### config.mk
export PLATFORM = sky130hd
export DESIGN_NAME = sdram_port_arbiter
export DESIGN_NICKNAME = d
export VERILOG_FILES = /design/src/rtl/sdram_port_arbiter_pkg.sv /design/src/rtl/sdram_port_arbiter_rr_select.sv /design/src/rtl/sdram_port_arbiter.sv
export SDC_FILE = /design/constraint.sdc
export NUM_CORES = 1
export LEC_CHECK = 0
export CAP_MARGIN = 25
export CORE_ASPECT_RATIO = 1.1
export CORE_MARGIN = 2
export CORE_UTILIZATION = 40
export CTS_CLUSTER_SIZE = 16
export DETAILED_ROUTE_END_ITERATION = 8
export PLACE_DENSITY = 0.86
export SLEW_MARGIN = 20
export SYNTH_ARGS = -nofsm -noshare
export SYNTH_HDL_FRONTEND = slang
export SYNTH_SLANG_ARGS = --single-unit
### constraint.sdc
create_clock -name clk -period 3.1 [get_ports clk]
set_input_delay 0.465 -clock clk [delete_from_list [all_inputs] [get_ports clk]]
set_output_delay 0.465 -clock clk [all_outputs]
set_load 0.1 [all_outputs]
### src/rtl/sdram_port_arbiter_pkg.sv
// Shared types and constants for the SDRAM port arbiter slice.
package sdram_arb_pkg;

  typedef enum logic [1:0] {
    DRAIN = 2'd0,
    IDLE  = 2'd1,
    WAIT  = 2'd2,
    DONE  = 2'd3
  } arb_state_e;

  localparam int AW_DEF      = 21;
  localparam int DW          = 16;
  localparam int DSW         = 2;
  localparam int PRIO_CLIENT = 0;

  // Index width that still works for a 1-entry range.
  function automatic int idx_w(input int n);
    return (n > 1) ? $clog2(n) : 1;
  endfunction

endpackage

### src/rtl/sdram_port_arbiter_rr_select.sv
// Grant picker: client 0 wins outright, clients 1..NCLIENT-1 rotate from rr_ptr_i.
module rr_select
  import sdram_arb_pkg::*;
#(
  parameter int NCLIENT = 3,
  parameter int GW      = idx_w(NCLIENT)
) (
  input  logic [NCLIENT-1:0] req_i,
  input  logic [GW-1:0]      rr_ptr_i,
  output logic [GW-1:0]      grant_o,
  output logic               valid_o
);

  always_comb begin
    logic [GW:0] idx;
    grant_o = '0;
    valid_o = 1'b0;
    idx     = '0;
    if (req_i[PRIO_CLIENT]) begin
      grant_o = GW'(PRIO_CLIENT);
      valid_o = 1'b1;
    end else begin
      for (int k = 0; k < NCLIENT - 1; k++) begin
        // Candidate ptr+k, folded back into 1..NCLIENT-1.
        idx = {1'b0, rr_ptr_i} + (GW+1)'(k);
        if (idx > (GW+1)'(NCLIENT - 1)) idx = idx - (GW+1)'(NCLIENT - 1);
        if (!valid_o && req_i[idx[GW-1:0]]) begin
          grant_o = idx[GW-1:0];
          valid_o = 1'b1;
        end
      end
    end
  end

endmodule

### src/rtl/sdram_port_arbiter.sv
// Multiplexes NCLIENT level-request clients onto one toggle req/ack SDRAM port.
//   state | meaning
//   DRAIN | post-reset wait, swallows any stale ack from an interrupted access
//   IDLE  | pick a client and launch its access
//   WAIT  | access in flight, port fields held
//   DONE  | one-cycle cli_ack with cli_q
module sdram_port_arbiter
  import sdram_arb_pkg::*;
#(
  parameter int NCLIENT      = 3,
  parameter int AW           = AW_DEF,
  parameter int DRAIN_CYCLES = 16
) (
  input  logic                  clk,
  input  logic                  reset,
  input  logic [NCLIENT-1:0]    cli_req,
  input  logic [NCLIENT-1:0]    cli_we,
  input  logic [NCLIENT*AW-1:0] cli_a,
  input  logic [NCLIENT*2-1:0]  cli_ds,
  input  logic [NCLIENT*16-1:0] cli_d,
  output logic [NCLIENT-1:0]    cli_ack,
  output logic [15:0]           cli_q,
  output logic                  port_req,
  input  logic                  port_ack,
  output logic                  port_we,
  output logic [AW-1:0]         port_a,
  output logic [1:0]            port_ds,
  output logic [15:0]           port_d,
  input  logic [15:0]           port_q
);

  localparam int GW = idx_w(NCLIENT);
  localparam int CW = idx_w(DRAIN_CYCLES);

  arb_state_e state_q, state_d;

  logic [CW-1:0]      drain_cnt_q, drain_cnt_d;
  logic [GW-1:0]      rr_ptr_q, rr_ptr_d;
  logic [GW-1:0]      grant_q, grant_d;
  logic               port_req_q, port_req_d;
  logic               ack_q;
  logic               port_we_q, port_we_d;
  logic [AW-1:0]      port_a_q, port_a_d;
  logic [DSW-1:0]     port_ds_q, port_ds_d;
  logic [DW-1:0]      port_d_q, port_d_d;
  logic [NCLIENT-1:0] cli_ack_q, cli_ack_d;
  logic [DW-1:0]      cli_q_q, cli_q_d;

  logic [GW-1:0] rr_grant;
  logic          rr_valid;
  logic          drain_end;
  logic          acc_done;

  rr_select #(.NCLIENT(NCLIENT), .GW(GW)) u_rr_select (
    .req_i    (cli_req),
    .rr_ptr_i (rr_ptr_q),
    .grant_o  (rr_grant),
    .valid_o  (rr_valid)
  );

  assign drain_end = (drain_cnt_q == CW'(DRAIN_CYCLES - 1));
  assign acc_done  = (ack_q == port_req_q);

  always_ff @(posedge clk) begin
    if (reset) state_q <= DRAIN;
    else       state_q <= state_d;
  end

  always_comb begin
    state_d = state_q;
    unique case (state_q)
      DRAIN: if (drain_end) state_d = IDLE;
      IDLE:  if (rr_valid)  state_d = WAIT;
      WAIT:  if (acc_done)  state_d = DONE;
      DONE:  state_d = IDLE;
      default: state_d = DRAIN;
    endcase
  end

  always_comb begin
    drain_cnt_d = drain_cnt_q;
    rr_ptr_d    = rr_ptr_q;
    grant_d     = grant_q;
    port_req_d  = port_req_q;
    port_we_d   = port_we_q;
    port_a_d    = port_a_q;
    port_ds_d   = port_ds_q;
    port_d_d    = port_d_q;
    cli_q_d     = cli_q_q;
    cli_ack_d   = '0;
    unique case (state_q)
      DRAIN: begin
        drain_cnt_d = drain_cnt_q + CW'(1);
        if (drain_end) port_req_d = port_ack;
      end
      IDLE: begin
        if (rr_valid) begin
          grant_d    = rr_grant;
          port_we_d  = cli_we[rr_grant];
          port_a_d   = cli_a[int'(rr_grant)*AW +: AW];
          port_ds_d  = cli_ds[int'(rr_grant)*DSW +: DSW];
          port_d_d   = cli_d[int'(rr_grant)*DW +: DW];
          port_req_d = ~port_req_q;
          if (rr_grant != GW'(PRIO_CLIENT))
            rr_ptr_d = (rr_grant == GW'(NCLIENT - 1)) ? GW'(1) : rr_grant + GW'(1);
        end
      end
      WAIT: begin
        if (acc_done) begin
          cli_q_d            = port_q;
          cli_ack_d[grant_q] = 1'b1;
        end
      end
      DONE: ;
      default: ;
    endcase
  end

  // port_req tracks port_ack throughout reset so the port never looks busy.
  always_ff @(posedge clk) begin
    ack_q <= port_ack;
    if (reset) begin
      drain_cnt_q <= '0;
      rr_ptr_q    <= GW'(1);
      grant_q     <= '0;
      port_req_q  <= port_ack;
      port_we_q   <= 1'b0;
      port_a_q    <= '0;
      port_ds_q   <= '0;
      port_d_q    <= '0;
      cli_ack_q   <= '0;
      cli_q_q     <= '0;
    end else begin
      drain_cnt_q <= drain_cnt_d;
      rr_ptr_q    <= rr_ptr_d;
      grant_q     <= grant_d;
      port_req_q  <= port_req_d;
      port_we_q   <= port_we_d;
      port_a_q    <= port_a_d;
      port_ds_q   <= port_ds_d;
      port_d_q    <= port_d_d;
      cli_ack_q   <= cli_ack_d;
      cli_q_q     <= cli_q_d;
    end
  end

  always_ff @(posedge clk) begin
    if (!reset && state_q == WAIT) assert (port_req_d == port_req_q);
  end

  assign port_req = port_req_q;
  assign port_we  = port_we_q;
  assign port_a   = port_a_q;
  assign port_ds  = port_ds_q;
  assign port_d   = port_d_q;
  assign cli_ack  = cli_ack_q;
  assign cli_q    = cli_q_q;

endmodule

==> impl_results.md, run 1 <==
- Core area: 0.00787 mm2
- Commonest non-fill, non-tap cells in the layout: 140 x clkdlybuf4s50_1, 70 x dfxtp_1, 68 x buf_4
- CTS tree: yes
- Ant diodes: 0
- Period utilization: 65.6%
- First-pass GRT wire length: 16,800 um
- Status: completed
- Routed WL per cell: 17.4 um
- Int Power: 2.43 mW
- Layout cells sized above 1: 16.4%
- # resized after CTS: 0
- First drt pass iteration count: 4
- CTS Root Cell: clkbuf_8
- Worst-path maximum fanout: 39
- Clock transition at path regs: 0.07 ns
- Gr usage total: 24.6%
- Minimum clock period: 2.03 ns
- CP peak stage delay: 0.54 ns
- Seq/Total Area, Yosys: 44.4%
- Critical Path Sink Type: register
- Total grt overflow: 0
- # hold bufs at CTS: 0
- Area growth from synthesis to layout: 65.3%
- Die Area: 0.00880 mm2
- Io pins: 202
- Die height: 98.2 um
- CP Class: input pin to register
- Sinks on Clock Net: 71
- Yosys top cell by area: dfxtp_1
- Setup-failing EPs final: 0
- FF-to-FF End: port_a[5]$_SDFFE_PP0P_
- Yosys reg bits: 71
- Crit path DAT: 2.27 ns
- Finished Core Util: 67.8%
- Worst-Margin Slew: 1.00 ns
- Seq pwr share: 25.8%
- R2r setup slk: 1.27 ns
- Setup TNS Final: 0 ns
- Initial antenna violation count: 0
- Post-CTS Setup Bufs: 0
- CP Cell Sequence: clkdlybuf4s50_1 > and2b_1 > o211ai_1 > buf_4 > o221ai_1 > a311oi_1
- Design area: 0.00534 mm2
- Gpl congestion: 0.781
- DRC viols: 0
- Commonest non-fill, non-tap cell in the layout: clkdlybuf4s50_1
- CTS HTree Levels: 3
- Psw: 2.73 mW
- Cells after Synth: 354
- Yosys warnings: 0
- Via density: 5.44
- Area of placed instances: 0.00510 mm2
- PwrDens: 967 mW/mm2
- Vias in the first global route: 3,452
- Clk_skew: 0.0112 ns
- Site row count: 34
- Worst Hold End: cli_ack[1]$_SDFF_PP0_
- CP max stage cell: clkdlybuf4s50_1
- Hold WC Path Type: register to register
- DR vias: 3,538
- Maxcap violations: 0
- Avg Cell Area, Syn: 9.12 um2
- Worst Path Required: 3.34 ns
- Width of the chip: 89.6 um
- Fin. Hold Viols: 0
- Fmax: 492 MHz
- Hold Path Origin: grant_q[1]$_SDFFE_PP0P_
- Lkg Pwr: 2.10 nW
- Mapped Area: 0.00323 mm2
- ANT nets after route: 0
- CTS Buffer Depth: 2
- RSZ-0062 raised after global routing: no
- Hold Path Cell Cnt: 1
- Nets@finish: 684
- Final WL: 11,300 um
- Post-route insts no fill: 650
- 1st-iter DRT viols: 176
- Crit Reg-Reg Startpoint: state_q[1]$_SDFFE_PP0P_
- Placed Cells: 634
- Clock group share of total power: 16.5%
- CTS buffer count: 9
- Synth top area share: 43.4%
- HPWL Detailed: 8000 um
- Gate power share: 57.7%
- Netlist cell types: 37
- Final max-slew violation count: 0
- Largest net degree at the start of global routing: 63
- Pre-CTS WS: 0.709 ns
- Sw Ratio: 52.9%
- Slew headroom: 33.2%
- Worst VDD drop: 0.354 mV
- Later-pin clock latency in the skew report: 0.34 ns
- Top cells by area, synth: dfxtp_1 43%, a311oi_1 11%, o221ai_1 11%
- Worst Reg-to-Reg Cells: 7
- Post-Syn Nets: 501
- # port buffers: 201
- Final setup margin: 1.07 ns
- Worst setup SP type: input pin
- Initial Util: 41.0%
## metrics by stage
stage	hold slack [ns]	power [mW]
6_report	0.492	5.16
3_5_place_dp	0.482	4.33
5_1_grt	0.515	5.37
4_1_cts	0.495	5.18
3_3_place_gp	0.464	4.27
2_1_floorplan	0.437	3.63
## final cells by class
| type | instances | area, um2 |
|---|---|---|
| repair buffers | 209 | 1920 |
| clock buffers | 11 | 153 |
| multi-input cells | 242 | 1610 |
| flip-flops and latches | 71 | 1430 |
| inverters | 4 | 15.0 |
| clock inverters | 5 | 78.8 |
| well taps | 108 | 135 |
| fillers | 642 | 2530 |
## per-layer routing
layer / share of wire (%) / vias up / routed length, um / global-route usage, %
met2: 47 / 165 / 5370 / 40.3
met3: 12 / 31 / 1340 / 8.96
met1: 37 / 1639 / 4220 / 27.5
met4: 3.4 / 0 / 384 / 12.5
li1: - / 1703 / - / -
met5: 0 / - / 0 / 0
## power groups by stage
stage | registers (mW) | clock network, mW | logic [mW]
after floorplan | 2.94 | 0 | 0.687
after global placement | 1.34 | 0 | 2.93
after detailed placement | 1.35 | 0 | 2.98
after CTS | 1.33 | 0.864 | 2.98
after global routing | 1.36 | 0.906 | 3.10
final | 1.33 | 0.852 | 2.98
## worst max-delay path: cells and delay by family
family	cells	cell delay, ns
AOI/OAI and AO/OA	3	0.62
and+or+nand+nor	1	0.21
buffers and inverters	2	0.97
## synth_stat cells
cell / number
and2_1: 1
dfxtp_1: 70
a311oi_1: 40
xnor2_1: 2
nand4b_1: 1
nor2b_1: 1
clkbuf_1: 9
and2b_1: 1
o21ai_0: 2
mux2i_1: 18
nand2_2: 1
buf_1: 1
nor4_1: 1
a21o_1: 2
a21oi_2: 1
xor2_1: 2
o31ai_1: 2
o211ai_1: 1
nand3_1: 2
o221ai_1: 40
a211oi_1: 1
a21oi_1: 2
o211a_1: 1
edfxtp_1: 1
nor4b_1: 2
nand2_1: 43
nand4_1: 1
nand2b_1: 3
ha_1: 5
a32oi_1: 1
buf_4: 7
o21ai_2: 1
buf_2: 20
nor2_1: 62
inv_1: 4
a221oi_2: 1
nand3b_1: 1
## sequential cells by signal (all words and copies together), names as in the netlist
register,cells
port_a,21
cli_q,16
port_d,16
drain_cnt_q,4
cli_ack,3
grant_q,2
port_ds,2
rr_ptr_q,2
state_q,2
ack_q,1
port_req,1
port_we,1
## kinds of logic after synthesis
| logic type | after synthesis | synth area share (%) |
|---|---|---|
| XOR/XNOR | 4 | 1.09 |
| AO/OA/AOI/OAI | 95 | 25.3 |
| adder cells (fa/ha/maj) | 5 | 1.94 |
| multiplexers | 18 | 5.58 |
| AND/OR/NAND/NOR | 120 | 15.4 |
| buffers and inverters | 41 | 6.36 |
| flip-flops | 71 | 44.4 |
## worst max path at each step
| stage | cells after the start | slack [ns] | to | from |
|---|---|---|---|---|
| after floorplan | 5 | 1.10 | cli_q[10]$_SDFFE_PP0P_ | port_req$_DFFE_PP_ |
| after global placement | 6 | 0.78 | port_a[2]$_SDFFE_PP0P_ | cli_req[0] |
| after detailed placement | 6 | 0.71 | port_d[9]$_SDFFE_PP0P_ | cli_req[0] |
| after CTS | 6 | 1.07 | port_a[1]$_SDFFE_PP0P_ | cli_req[0] |
| after global routing | 6 | 0.92 | port_d[14]$_SDFFE_PP0P_ | cli_req[0] |
| final | 6 | 1.07 | port_a[1]$_SDFFE_PP0P_ | cli_req[0] |
No activity file was read; power rests on OpenSTA's default activity.
==> inputs of run 2 (changes only) <==
--- a/config.mk
+++ b/config.mk
@@ -8,10 +8,10 @@
 export CAP_MARGIN = 25
 export CORE_ASPECT_RATIO = 1.1
 export CORE_MARGIN = 2
-export CORE_UTILIZATION = 40
+export CORE_UTILIZATION = 33
 export CTS_CLUSTER_SIZE = 16
 export DETAILED_ROUTE_END_ITERATION = 8
-export PLACE_DENSITY = 0.86
+export PLACE_DENSITY = 0.76
 export SLEW_MARGIN = 20
 export SYNTH_ARGS = -nofsm -noshare
 export SYNTH_HDL_FRONTEND = slang
==> constraint.sdc (replaced) <==
create_clock -name clk -period 1.87 [get_ports clk]
set_input_delay 0.2805 -clock clk [delete_from_list [all_inputs] [get_ports clk]]
set_output_delay 0.2805 -clock clk [all_outputs]
set_load 0.1 [all_outputs]
==> impl_results.md, run 2 (synthesis gave the netlist of run 1 again) <==
- Status: completed
- PwrDens: 1530 mW/mm2
- Layout cells sized above 1: 17.0%
- DRC viols: 0
- Finished Core Util: 57.2%
- Routed WL per cell: 16.7 um
- DR vias: 3,571
- Slew headroom: 63.4%
- 1st-iter DRT viols: 130
- Setup-failing EPs final: 0
- Number of fill cells: 854
- Sw Ratio: 54.4%
- Site row count: 37
- Clock transition at path regs: 0.07 ns
- Largest net degree at the start of global routing: 57
- FF/Latch Area: 0.00143 mm2
- Hold WC Path Type: input pin to register
- Final max-slew violation count: 0
- Nets@finish: 689
- Total grt overflow: 0
- Worst-path maximum fanout: 56
- Maxcap violations: 0
- Setup TNS Final: 0 ns
- Width of the chip: 98.3 um
- Lkg Pwr: 2.12 nW
- First-pass GRT wire length: 17,500 um
- Gr usage total: 20.3%
- Die height: 108 um
- Design area: 0.00540 mm2
- Final WL: 11,100 um
- Commonest non-fill, non-tap cell in the layout: clkdlybuf4s50_1
- Number of buffers and inverters on the critical path: 3
- Design Power: 8.28 mW
- Core area: 0.00944 mm2
- Gate power share: 60.6%
- Worst Path Required: 2.10 ns
- Commonest non-fill, non-tap cells in the layout: 140 x clkdlybuf4s50_1, 70 x dfxtp_1, 66 x buf_4
- # hold bufs at CTS: 0
- CP delay by family, top: buffers and inverters
- Vias in the first global route: 3,632
- # port buffers: 201
- HPWL Detailed: 8140 um
- Clock group share of total power: 12.8%
- Fmax: 602 MHz
- Area growth from synthesis to layout: 67.5%
- Initial antenna violation count: 0
- CTS tree: yes
- Later-pin clock latency in the skew report: 0.34 ns
- Critical Path Sink Type: register
- Ant diodes: 0
- CP Cell Sequence: inv_1 > ha_1 > inv_1 > a21oi_4 > buf_12 > nor2_1 > a311oi_1
- Max reg flops: 21
- Post-CTS Setup Bufs: 0
- Multi-input logic area: 0.00161 mm2
- Die Area: 0.0106 mm2
- Minimum clock period: 1.66 ns
- Initial Util: 34.2%
- Period utilization: 88.9%
- First drt pass iteration count: 4
- Worst VDD drop: 0.644 mV
- CP Class: register to register
- Via density: 5.39
- Worst setup SP type: register
- CP peak stage delay: 0.32 ns
- Worst hold margin: 0.416 ns
- # resized after CTS: 0
- Crit path DAT: 1.89 ns
- CTS HTree Levels: 3
- ANT nets after route: 0
- Gpl congestion: 0.797
- Worst-Margin Slew: 0.549 ns
- CP dominant cell by count: inv_1
- Area of placed instances: 0.00524 mm2
- CP max stage cell: dfxtp_1
- Int Power: 3.77 mW
- Psw: 4.50 mW
- CTS Root Cell: clkbuf_8
- RSZ-0062 raised after global routing: no
- Seq pwr share: 26.6%
- Clk_skew: 0.0115 ns
- Io pins: 202
- Sinks on Clock Net: 71
- CTS buffer count: 9
- Fin. Hold Viols: 0
- CTS Buffer Depth: 2
## run 2: changes by cell type in the layout (fill, tap and decap cells not counted)
cell and change:
buf_12 +7, clkinv_4 -1, clkinv_2 +1, clkbuf_16 -1, clkinvlp_4 +1, clkbuf_8 +1, buf_4 -2, bufinv_16 -2
## run 2: power groups by stage
stage               logic, mW  registers, mW  clock network [mW]
finish                   5.01           2.20                1.06
global route             5.26           2.26                1.16
CTS                      5.04           2.20                1.10
detailed placement       5.03           2.24                   0
global placement         4.95           2.21                   0
floorplan                1.14           4.88                   0
## run 2: final timing paths
| check | endpoint | start | cells after the start | slack (ns) |
|---|---|---|---|---|
| worst max register to register | port_d[1]$_SDFFE_PP0P_ | state_q[1]$_SDFFE_PP0P_ | 7 | 0.21 |
| worst max-delay path | port_d[1]$_SDFFE_PP0P_ | state_q[1]$_SDFFE_PP0P_ | 7 | 0.21 |
| worst min-delay path | cli_q[0]$_SDFFE_PP0P_ | reset | 2 | 0.42 |
| worst min register to register | cli_ack[0]$_SDFF_PP0_ | grant_q[1]$_SDFFE_PP0P_ | 1 | 0.47 |
## run 2: cell type report
| class | count | share of cell area, % |
|---|---|---|
| Clock inverter | 4 | 0.417 |
| Tap cell | 117 | 2.71 |
| Sequential cell | 71 | 26.5 |
| Clock buffer | 11 | 2.62 |
| Inverter | 4 | 0.278 |
| Timing Repair Buffer | 214 | 37.8 |
| Multi-Input combinational cell | 242 | 29.7 |
## run 2: metal layers
layer | vias up | track usage (%) | share of wire (%)
met5 | - | 0 | 0
met4 | 0 | 5.87 | 1.3
met3 | 15 | 5.45 | 7.7
met2 | 145 | 37.1 | 51
met1 | 1699 | 23.2 | 40
li1 | 1712 | - | -
## run 2: through the flow
step | cells | setup WS [ns]
6_report | 663 | 0.208
5_1_grt | 663 | 0.0225
4_1_cts | 663 | 0.183
3_5_place_dp | 648 | -0.115
3_3_place_gp | 648 | -0.0555
2_1_floorplan | 354 | -0.0582
==> inputs of run 3 (changes only) <==
--- a/config.mk
+++ b/config.mk
@@ -5,6 +5,7 @@
 export SDC_FILE = /design/constraint.sdc
 export NUM_CORES = 1
 export LEC_CHECK = 0
+export ABC_CLOCK_PERIOD_IN_PS = 1870
 export CAP_MARGIN = 25
 export CORE_ASPECT_RATIO = 1.1
 export CORE_MARGIN = 2
==> results of run 3 <==
Final layout, timing and power as in run 2 (identical DEF).
